**config.mk**
```make
export PLATFORM = sky130hd
export DESIGN_NAME = sram_axi_bridge
export DESIGN_NICKNAME = d
export VERILOG_FILES = /design/src/rtl/sram_axi_bridge.sv
export SDC_FILE = /design/constraint.sdc
export NUM_CORES = 1
export LEC_CHECK = 0
export CORE_AREA = 2 2 163 165
export DETAILED_ROUTE_END_ITERATION = 7
export DIE_AREA = 0 0 165 167
export SLEW_MARGIN = 40
export SYNTH_ARGS = -nofsm -noshare
export SYNTH_HDL_FRONTEND = slang
export SYNTH_SLANG_ARGS = --single-unit
```
**constraint.sdc**
```tcl
create_clock -name clk -period 2.1 [get_ports clk]
set_input_delay 0.315 -clock clk [delete_from_list [all_inputs] [get_ports clk]]
set_output_delay 0.315 -clock clk [all_outputs]
set_load 0.05 [all_outputs]
```
**src/rtl/sram_axi_bridge.sv**
```systemverilog
// Bridges the core's instruction and data SRAM-like ports onto one AXI3 master.
// Supports one outstanding read and one outstanding write; data reads take priority over instruction reads.
module sram_axi_bridge (
    input  logic        clk,
    input  logic        resetn,

    input  logic        inst_sram_req,
    input  logic        inst_sram_wr,
    input  logic [1:0]  inst_sram_size,
    input  logic [31:0] inst_sram_addr,
    input  logic [3:0]  inst_sram_wstrb,
    input  logic [31:0] inst_sram_wdata,
    output logic        inst_sram_addr_ok,
    output logic        inst_sram_data_ok,
    output logic [31:0] inst_sram_rdata,

    input  logic        data_sram_req,
    input  logic        data_sram_wr,
    input  logic [1:0]  data_sram_size,
    input  logic [31:0] data_sram_addr,
    input  logic [3:0]  data_sram_wstrb,
    input  logic [31:0] data_sram_wdata,
    output logic        data_sram_addr_ok,
    output logic        data_sram_data_ok,
    output logic [31:0] data_sram_rdata,

    output logic [3:0]  arid,
    output logic [31:0] araddr,
    output logic [3:0]  arlen,
    output logic [2:0]  arsize,
    output logic [1:0]  arburst,
    output logic [1:0]  arlock,
    output logic [3:0]  arcache,
    output logic [2:0]  arprot,
    output logic        arvalid,
    input  logic        arready,

    input  logic [3:0]  rid,
    input  logic [31:0] rdata,
    input  logic [1:0]  rresp,
    input  logic        rlast,
    input  logic        rvalid,
    output logic        rready,

    output logic [3:0]  awid,
    output logic [31:0] awaddr,
    output logic [3:0]  awlen,
    output logic [2:0]  awsize,
    output logic [1:0]  awburst,
    output logic [1:0]  awlock,
    output logic [3:0]  awcache,
    output logic [2:0]  awprot,
    output logic        awvalid,
    input  logic        awready,

    output logic [3:0]  wid,
    output logic [31:0] wdata,
    output logic [3:0]  wstrb,
    output logic        wlast,
    output logic        wvalid,
    input  logic        wready,

    input  logic [3:0]  bid,
    input  logic [1:0]  bresp,
    input  logic        bvalid,
    output logic        bready
);

    typedef enum logic [1:0] {R_IDLE, R_ADDR, R_DATA} rd_state_t;
    typedef enum logic [1:0] {W_IDLE, W_BUSY, W_RESP} wr_state_t;

    rd_state_t   rd_state_reg, rd_state_next;
    wr_state_t   wr_state_reg, wr_state_next;

    logic [31:0] rd_addr_reg;
    logic [1:0]  rd_size_reg;
    logic        rd_src_data_reg;

    logic [31:0] wr_addr_reg;
    logic [31:0] wr_data_reg;
    logic [1:0]  wr_size_reg;
    logic [3:0]  wr_strb_reg;
    logic        aw_done_reg;
    logic        w_done_reg;

    logic        data_free;
    logic        inst_free;
    logic        grant_data_rd;
    logic        grant_inst_rd;
    logic        accept_wr;
    logic        aw_hs;
    logic        w_hs;

    // A port is free when neither FSM holds a transaction on its behalf, which keeps
    // data-port accesses strictly ordered while letting fetches overlap a store.
    assign data_free = !((rd_state_reg != R_IDLE) && rd_src_data_reg) && (wr_state_reg == W_IDLE);
    assign inst_free = !((rd_state_reg != R_IDLE) && !rd_src_data_reg);

    assign grant_data_rd = resetn && (rd_state_reg == R_IDLE) && data_sram_req && !data_sram_wr && data_free;
    assign grant_inst_rd = resetn && (rd_state_reg == R_IDLE) && !grant_data_rd && inst_sram_req && inst_free;
    assign accept_wr     = resetn && (wr_state_reg == W_IDLE) && data_sram_req && data_sram_wr && data_free;

    assign aw_hs = (wr_state_reg == W_BUSY) && !aw_done_reg && awready;
    assign w_hs  = (wr_state_reg == W_BUSY) && !w_done_reg && wready;

    // State registers
    always_ff @(posedge clk) begin
        if (!resetn) begin
            rd_state_reg <= R_IDLE;
            wr_state_reg <= W_IDLE;
        end else begin
            rd_state_reg <= rd_state_next;
            wr_state_reg <= wr_state_next;
        end
    end

    // Latched request attributes and write handshake flags
    always_ff @(posedge clk) begin
        if (!resetn) begin
            rd_addr_reg     <= 32'd0;
            rd_size_reg     <= 2'd0;
            rd_src_data_reg <= 1'b0;
            wr_addr_reg     <= 32'd0;
            wr_data_reg     <= 32'd0;
            wr_size_reg     <= 2'd0;
            wr_strb_reg     <= 4'd0;
            aw_done_reg     <= 1'b0;
            w_done_reg      <= 1'b0;
        end else begin
            if (grant_data_rd) begin
                rd_addr_reg     <= data_sram_addr;
                rd_size_reg     <= data_sram_size;
                rd_src_data_reg <= 1'b1;
            end else if (grant_inst_rd) begin
                rd_addr_reg     <= inst_sram_addr;
                rd_size_reg     <= inst_sram_size;
                rd_src_data_reg <= 1'b0;
            end
            if (accept_wr) begin
                wr_addr_reg <= data_sram_addr;
                wr_data_reg <= data_sram_wdata;
                wr_size_reg <= data_sram_size;
                wr_strb_reg <= data_sram_wstrb;
                aw_done_reg <= 1'b0;
                w_done_reg  <= 1'b0;
            end else begin
                if (aw_hs) aw_done_reg <= 1'b1;
                if (w_hs)  w_done_reg  <= 1'b1;
            end
        end
    end

    // Next-state logic
    always_comb begin
        rd_state_next = rd_state_reg;
        case (rd_state_reg)
            R_IDLE:  if (grant_data_rd || grant_inst_rd) rd_state_next = R_ADDR;
            R_ADDR:  if (arready) rd_state_next = R_DATA;
            R_DATA:  if (rvalid) rd_state_next = R_IDLE;
            default: rd_state_next = R_IDLE;
        endcase
    end

    always_comb begin
        wr_state_next = wr_state_reg;
        case (wr_state_reg)
            W_IDLE:  if (accept_wr) wr_state_next = W_BUSY;
            W_BUSY:  if ((aw_done_reg || aw_hs) && (w_done_reg || w_hs)) wr_state_next = W_RESP;
            W_RESP:  if (bvalid) wr_state_next = W_IDLE;
            default: wr_state_next = W_IDLE;
        endcase
    end

    // Output logic
    always_comb begin
        inst_sram_addr_ok = grant_inst_rd;
        data_sram_addr_ok = grant_data_rd || accept_wr;
        inst_sram_data_ok = 1'b0;
        data_sram_data_ok = 1'b0;
        arvalid = 1'b0;
        rready  = 1'b0;
        awvalid = 1'b0;
        wvalid  = 1'b0;
        bready  = 1'b0;
        case (rd_state_reg)
            R_ADDR: arvalid = 1'b1;
            R_DATA: begin
                rready = 1'b1;
                if (rvalid) begin
                    inst_sram_data_ok = !rd_src_data_reg;
                    data_sram_data_ok = rd_src_data_reg;
                end
            end
            default: ;
        endcase
        case (wr_state_reg)
            W_BUSY: begin
                awvalid = !aw_done_reg;
                wvalid  = !w_done_reg;
            end
            W_RESP: begin
                bready = 1'b1;
                if (bvalid) data_sram_data_ok = 1'b1;
            end
            default: ;
        endcase
    end

    assign inst_sram_rdata = rdata;
    assign data_sram_rdata = rdata;

    assign arid    = {3'd0, rd_src_data_reg};
    assign araddr  = rd_addr_reg;
    assign arsize  = {1'b0, rd_size_reg};
    assign arlen   = 4'd0;
    assign arburst = 2'b01;
    assign arlock  = 2'd0;
    assign arcache = 4'd0;
    assign arprot  = 3'd0;

    assign awid    = 4'd1;
    assign awaddr  = wr_addr_reg;
    assign awsize  = {1'b0, wr_size_reg};
    assign awlen   = 4'd0;
    assign awburst = 2'b01;
    assign awlock  = 2'd0;
    assign awcache = 4'd0;
    assign awprot  = 3'd0;

    assign wid     = 4'd1;
    assign wdata   = wr_data_reg;
    assign wstrb   = wr_strb_reg;
    assign wlast   = 1'b1;

    logic unused_inputs;
    assign unused_inputs = ^{inst_sram_wr, inst_sram_wstrb, inst_sram_wdata,
                             rid, rresp, rlast, bid, bresp};

endmodule

```
## Word-level counts from Yosys, hierarchy flattened

Cells that the tools add are included.

| storage, ports and cells | value |
|---|---|
| register bits after elaboration | 111 |
| input bits | 196 |
| logic and storage cells | 84 |

| cells by class | value |
|---|---|
| equality and inequality tests | 10 |
| muxes and demuxes | 25 |
| bitwise operators | 1 |
| reduce and logical (&&, ||, !) cells | 37 |

Operators with widths:

| cell | count |
|---|---|
| $mux 32 | 2 |
| $logic_and 1x1->1 | 19 |
| $mux 2 | 8 |
| $mux 1 | 13 |
| $pmux 2 s3 | 2 |
| $ne 2x2->1 const B | 4 |
| $logic_not 1->1 | 7 |
| $reduce_and 3->1 | 2 |
| $eq 2x1->1 const B | 2 |
| $eq 2x2->1 const B | 2 |
| $logic_not 2->1 | 2 |
| $logic_or 1x1->1 | 4 |
| $ne 2x1->1 const B | 2 |
| $reduce_bool 2->1 | 2 |
| $reduce_or 2->1 | 1 |
| $not 1->1 | 1 |

## Longest topological paths before layout

Gate-level depths: netlist of run 1.

| logic depth | value |
|---|---|
| word-level depth | 12 |
| mapped depth | 7 |
| depth with buffers taken out | 3 |

## Worst setup path before layout of run 1

OpenSTA, ideal clock, no wires.

| timing | value |
|---|---|
| path kind | register to output |
| start point | reg rd_state_reg[1] |
| end point | out inst_sram_data_ok |
| arrival time | 1.999 ns |
| required time | 1.785 ns |
| slack | -0.214 ns |
| cell stages (with the launch flop) | 4 |
| path buffers | 0 |
| cells stage by stage | dfxtp_1 nor2b_1 nand2_1 nor2_1 |

| on the way | value |
|---|---|
| cells in the longest elaborated chain, start to end | 2 |

Ends and longest elaborated chain:

| what | line | source |
|---|---|---|
| from (decl) | 72 | `rd_state_t rd_state_reg, rd_state_next;` |
| from (signal assigned) | 112 | `rd_state_reg <= rd_state_next;` |
| $eq 2x2->1 | 185 | `case (rd_state_reg)` |
| $mux 1 | 185 |  |
| to (decl) | 14 | `output logic inst_sram_data_ok,` |

No other way between the ends.

## Final worst setup path of run 1

| timing | value |
|---|---|
| start point | reg rd_state_reg[1] |
| end point | out inst_sram_addr_ok |

| on the way | value |
|---|---|
| cells in the longest elaborated chain, start to end | 9 |

Ends and longest elaborated chain:

| what | line | source |
|---|---|---|
| $logic_not 2->1 or $reduce_bool 2->1 (tied branches) | - |  |
| $logic_and 1x1->1, on equally long branches | 99, 100, 96 |  |
| $logic_and 1x1->1 or $logic_not 1->1 (tied branches) | 99, 96 |  |
| $logic_and 1x1->1, on equally long branches | 99, 96 |  |
| $logic_and 1x1->1 | 99 | `assign grant_data_rd = resetn && (rd_state_reg == R_IDLE) && data_sram_req && !data_sram_wr && data_free;` |
| $logic_not 1->1 | 100 | `assign grant_inst_rd = resetn && (rd_state_reg == R_IDLE) && !grant_data_rd && inst_sram_req && inst_free;` |
| $logic_and 1x1->1 (2 in a row) | 100 |  |
| $logic_and 1x1->1 (*) | 100 |  |
| to (decl) | 13 | `output logic inst_sram_addr_ok,` |

Mark *: on every way between the ends. The rest lies on a longest branch, timed or not.

==> results of run 1 <==
[area by class of cell]
type | count | share of cell area
flip-flops and latches | 111 | 0.287
well taps | 335 | 0.0542
repair buffers | 245 | 0.323
inverters | 2 | 0.000971
clock inverters | 4 | 0.00712
clock buffers | 12 | 0.0319
multi-input cells | 428 | 0.295
[metrics by stage]
step	cells	setup WS, ns	hold slack (ns)	cell area (µm²)
floorplan	712	0.0878	0.457	5550
global placement	1121	0.129	0.443	7420
detailed placement	1121	0.105	0.447	7420
CTS	1137	0.0462	0.290	7720
global route	1137	0.0447	0.312	7730
finish	1137	0.138	0.308	7730
[report_power, final]
group	internal, mW	leakage [nW]	total [mW]	switching (mW)
Combinational	0.589	1.63	1.72	1.13
Clock	0.967	0.143	1.82	0.852
Sequential	2.25	0.908	2.32	0.0758
[cells by family (layout without fill, tap and decap cells)]
| logic type | after synthesis | count (layout) |
|---|---|---|
| other | 2 | 44 |
| muxes | 11 | 11 |
| buffers and inverters | 173 | 263 |
| AOI/OAI and AO/OA | 138 | 138 |
| and+or+nand+nor | 235 | 235 |
| DFF | 111 | 111 |
[worst max-delay path: stages, from the launching register on]
cell     delay [ns]
dfxtp_1        0.31
or3_1          0.39
or2_1          0.23
and2_1         0.20
buf_12         0.16
[cell usage in the layout, fill, tap and decap left out, drive strengths merged, types with 2 or more instances in the layout]
master	n
inv	2
nand2	151
nor2b	6
clkbuf	12
nand4	59
a31oi	34
conb	44
a21oi	4
buf	31
o21ai	61
clkdlybuf4s50	214
nor3b	3
mux2i	11
clkinv	2
nor4bb	2
nor2	5
o31ai	34
nand4bb	2
dfxtp	111
[per-layer routing]
layer / vias up / share of wire / global-route usage
met3: 25 / 0.084 / 0.0456
met2: 174 / 0.48 / 0.228
met5: - / 0.00068 / 0
met1: 2330 / 0.42 / 0.167
met4: 2 / 0.012 / 0.0352
li1: 2424 / - / -
[synth_stat cells]
master / instances / area, µm²
a21boi_0: 1 / 7.51
a21oi_1: 4 / 20.0
a22oi_1: 1 / 7.51
a31oi_1: 33 / 206
a31oi_2: 1 / 12.5
a32o_1: 1 / 10.0
a32oi_1: 1 / 8.76
and2_1: 1 / 6.26
and3_1: 1 / 6.26
buf_1: 4 / 15.0
buf_2: 10 / 50.1
buf_4: 110 / 826
buf_6: 4 / 45.0
clkbuf_1: 38 / 143
clkbuf_2: 5 / 25.0
conb_1: 2 / 7.51
dfxtp_1: 111 / 2220
inv_1: 2 / 7.51
mux2i_1: 11 / 110
nand2_1: 151 / 567
nand2b_1: 1 / 6.26
nand3_1: 1 / 5.00
nand3b_1: 1 / 7.51
nand4_1: 59 / 369
nand4bb_1: 2 / 22.5
nor2_1: 5 / 18.8
nor2b_1: 6 / 37.5
nor3b_1: 3 / 22.5
nor4bb_1: 2 / 20.0
o21ai_0: 60 / 300
o21ai_1: 1 / 5.00
o22ai_1: 1 / 6.26
o31ai_1: 34 / 255
or2_1: 1 / 6.26
or3_1: 1 / 6.26
[what timing repair did]
item                                   CTS  global route
buffers inserted                         0             0
endpoints found under the hold margin    0             0
setup endpoints to repair                0             2
gates resized for setup                  0             2
[how the worst max path moves through the flow]
stage	endpoint	start	slack, ns	depth (start not counted)
after floorplan	inst_sram_data_ok	rd_state_reg[1]	0.09	3
after global placement	wdata[20]	data_sram_req	0.13	5
after detailed placement	wdata[20]	data_sram_req	0.11	5
after CTS	inst_sram_addr_ok	wr_state_reg[0]	0.05	4
after global routing	inst_sram_addr_ok	wr_state_reg[0]	0.04	4
final	inst_sram_addr_ok	rd_state_reg[1]	0.14	4
==> impl_metrics.env, run 1 <==
export IMPL_routed_wl_mm=19.2
export IMPL_tightest_slew_ns=0.692
export IMPL_utilization=0.300
export IMPL_finalMaxSlewViolations=0
export IMPL_clkTransAtPathRegs_ns=0.07
export IMPL_period_needed_ns=1.96
export IMPL_cp_required_ns=1.78
export IMPL_fp_dieH_um=167
export IMPL_synth_seq_cells=111
export IMPL_clockBufferDepth=2
export IMPL_hold_class="in2reg"
export IMPL_synthMuxAreaShare=0.0204
export IMPL_grt_first_pass_wirelength_mm=28.7
export IMPL_cts_hold_buf=0
export IMPL_numCtsBuffers=9
export IMPL_synth_distinct_cells=35
export IMPL_area_growth_pct=43.4
export IMPL_hold_viol_final=0
export IMPL_critPathLaunchType="flip-flop"
export IMPL_yosys_area_share_simple=0.204
export IMPL_antenna_left=0
export IMPL_die_w_um=165
export IMPL_finalPower_mw=5.87
export IMPL_drtIter0Drc=252
export IMPL_dpl_hpwl_mm=13.2
export IMPL_track_usage=0.136
export IMPL_h_tree_depth=3
export IMPL_reg2reg_slack_ns=0.53
export IMPL_antenna_found_initial=1
export IMPL_cap_violations=0
export IMPL_cts_root_buf="clkbuf_16"
export IMPL_wl_per_cell_um=16.9
export IMPL_skew_ns=0.0110
export IMPL_via_per_inst=4.36
export IMPL_r2r_start="wr_state_reg[0]"
export IMPL_cts_sinks=111
export IMPL_outcome="finished clean"
export IMPL_start_util=0.209
export IMPL_ys_warn_count=0
export IMPL_clk_latency_ns=0.36
export IMPL_rsz0062_at_grt="false"
export IMPL_min_path_cells=3
export IMPL_worst_r2r_endpoint="araddr[13]"
export IMPL_synth_top_family_by_area="buffers and inverters"
export IMPL_grt_pass1_vias=4932
export IMPL_leakagePower_nw=2.68
export IMPL_grt_max_degree=64
export IMPL_num_rows=59
export IMPL_seqCellArea_um2=2220
export IMPL_syn_inst=670
export IMPL_core_area_um2=25800
export IMPL_syn_area_um2=5390
export IMPL_ff2ff_path_depth=4
export IMPL_nNetsFinal=993
export IMPL_min_period_over_period=0.934
export IMPL_dr_pass1_iters=4
export IMPL_drc=0
export IMPL_holdPathEnd="wr_size_reg[0]"
export IMPL_power_density_nw_per_um2=759
export IMPL_multi_input_area_um2=2280
export IMPL_dieArea_um2=27600
export IMPL_fill_cells=2727
export IMPL_finalSetupViolCount=0
export IMPL_io_pins=418
export IMPL_max_freq_mhz=510
export IMPL_crit_path_max_fanout=2
export IMPL_layout_drive_gt1_share=0.0673
export IMPL_worstHoldStart="resetn"
export IMPL_gp_congestion=0.748
export IMPL_synth_compound_area_frac=0.156
export IMPL_diodes=0
export IMPL_cts_tree="yes"
export IMPL_vias=4955
export IMPL_slew_headroom=0.539
export IMPL_port_buffers=227
export IMPL_grt_overflow_total=0
export IMPL_critPathKind="reg2out"
export IMPL_seq_area_frac_synth=0.412
export IMPL_finalSetupTns_ns=0
export IMPL_synth_avg_cell_area_um2=8.05
export IMPL_synth_adder_area_share=0
export IMPL_synth_xor_area_frac=0
export IMPL_cp_end_kind="primary output"
export IMPL_irDropWorstVdd_v=0.000271
export IMPL_arrival_ns=1.65
(Power assumes the default switching activity.)
==> run 2, diff against run 1 <==
--- a/config.mk
+++ b/config.mk
@@ -8,6 +8,7 @@
 export CORE_AREA = 2 2 163 165
 export DETAILED_ROUTE_END_ITERATION = 7
 export DIE_AREA = 0 0 165 167
+export RECOVER_POWER = 100
 export SLEW_MARGIN = 40
 export SYNTH_ARGS = -nofsm -noshare
 export SYNTH_HDL_FRONTEND = slang
==> impl_metrics.env, run 2 (synthesis results as in run 1) <==
export IMPL_finalWorstSetupSlack_ns=0.0974
export IMPL_port_buffers=227
export IMPL_cts_tree="yes"
export IMPL_finalInstanceArea_um2=7640
export IMPL_nNetsFinal=993
export IMPL_critPathKind="in2out"
export IMPL_irDropWorstVdd_v=0.000269
export IMPL_slew_headroom=0.443
export IMPL_r2r_start="wr_state_reg[0]"
export IMPL_grt_max_degree=64
export IMPL_hold_class="in2reg"
export IMPL_startpoint="data_sram_req"
export IMPL_cts_root_buf="clkbuf_16"
export IMPL_dieArea_um2=27600
export IMPL_io_pins=418
export IMPL_drc=0
export IMPL_grt_pass1_vias=4932
export IMPL_clockBufferDepth=2
export IMPL_fill_cells=2736
export IMPL_core_area_um2=25800
export IMPL_final_cells=1137
export IMPL_grt_first_pass_wirelength_mm=28.7
export IMPL_drtIter0Drc=266
export IMPL_num_rows=59
export IMPL_finalSetupTns_ns=0
export IMPL_worstHoldStart="resetn"
export IMPL_routed_wl_mm=19.2
export IMPL_die_w_um=165
export IMPL_pre_cts_slack_ns=0.105
export IMPL_critPathLaunchType="primary input"
export IMPL_cts_hold_buf=0
export IMPL_outcome="finished clean"
export IMPL_finalPower_mw=5.78
export IMPL_vias=4970
export IMPL_period_needed_ns=2.00
export IMPL_tightest_slew_ns=0.835
export IMPL_crit_path_max_fanout=2
export IMPL_power_density_nw_per_um2=756
export IMPL_dpl_cell_area_um2=7420
export IMPL_multi_input_area_um2=2280
export IMPL_final_common_cell="nand2_1"
export IMPL_track_usage=0.136
export IMPL_arrival_ns=1.69
export IMPL_clk_latency_ns=0.35
export IMPL_cp_required_ns=1.78
export IMPL_finalSetupViolCount=0
export IMPL_cts_sinks=111
export IMPL_dr_pass1_iters=4
export IMPL_grt_overflow_total=0
export IMPL_final_cell_mix="nand2_1, dfxtp_1, clkdlybuf4s50_1, dlygate4sd3_1, o21ai_0"
export IMPL_diodes=0
export IMPL_reg2reg_slack_ns=0.23
export IMPL_via_per_inst=4.37
export IMPL_clkTransAtPathRegs_ns=0.07
export IMPL_leakagePower_nw=2.96
export IMPL_layout_drive_gt1_share=0.0611
export IMPL_cap_violations=0
export IMPL_h_tree_depth=3
export IMPL_dpl_hpwl_mm=13.2
export IMPL_rsz0062_at_grt="false"
export IMPL_antenna_found_initial=1
export IMPL_gp_congestion=0.748
export IMPL_max_freq_mhz=499
export IMPL_numCtsBuffers=9
export IMPL_placed_cells=1121
export IMPL_wl_per_cell_um=16.9
export IMPL_min_period_over_period=0.954
export IMPL_hold_viol_final=0
export IMPL_cp_end_kind="primary output"
export IMPL_seqCellArea_um2=2220
export IMPL_antenna_left=0
export IMPL_skew_ns=0.0106
export IMPL_area_growth_pct=41.8
export IMPL_postCtsSetupRepairBufs=0
export IMPL_fp_dieH_um=167
export IMPL_finalMaxSlewViolations=0
export IMPL_cts_resized=0
export IMPL_start_util=0.209
run 2: where the power goes:
group / switching [mW] / total [mW] / internal [mW]
clock network: 0.848 / 1.82 / 0.967
logic: 1.13 / 1.65 / 0.517
registers: 0.0695 / 2.32 / 2.25
run 2: cell type report:
cell class	count	area share
inverters	2	0.000982
multi-input cells	428	0.298
flip-flops and latches	111	0.291
clock inverters	4	0.00720
well taps	335	0.0548
clock buffers	12	0.0322
repair buffers	245	0.316
run 2: routing by layer:
metal	vias up	global-route usage	wire length [µm]
met3	25	0.0456	1590
met1	2333	0.167	8140
li1	2426	-	-
met5	-	0	13
met2	184	0.228	9220
met4	2	0.0352	236
run 2: path summary, 6_finish.rpt:
path                        to  depth (start not counted)
max reg2reg         araddr[13]                          4
min             wr_size_reg[0]                          3
min reg2reg           wstrb[1]                          2
max          inst_sram_addr_ok                          5
run 2: per-stage QoR:
stage,util,hold WS (ns)
2_1_floorplan,-,0.457
3_3_place_gp,0.288,0.443
3_5_place_dp,0.288,0.447
4_1_cts,0.300,0.290
5_1_grt,0.297,0.312
6_report,0.297,0.309
run 2: worst max-delay path, cell delays in order:
cell and delay, ns:
dlygate4sd3_1 0.60, nand4bb_4 0.14, or2_0 0.25, and2_1 0.18
buf_4 0.19
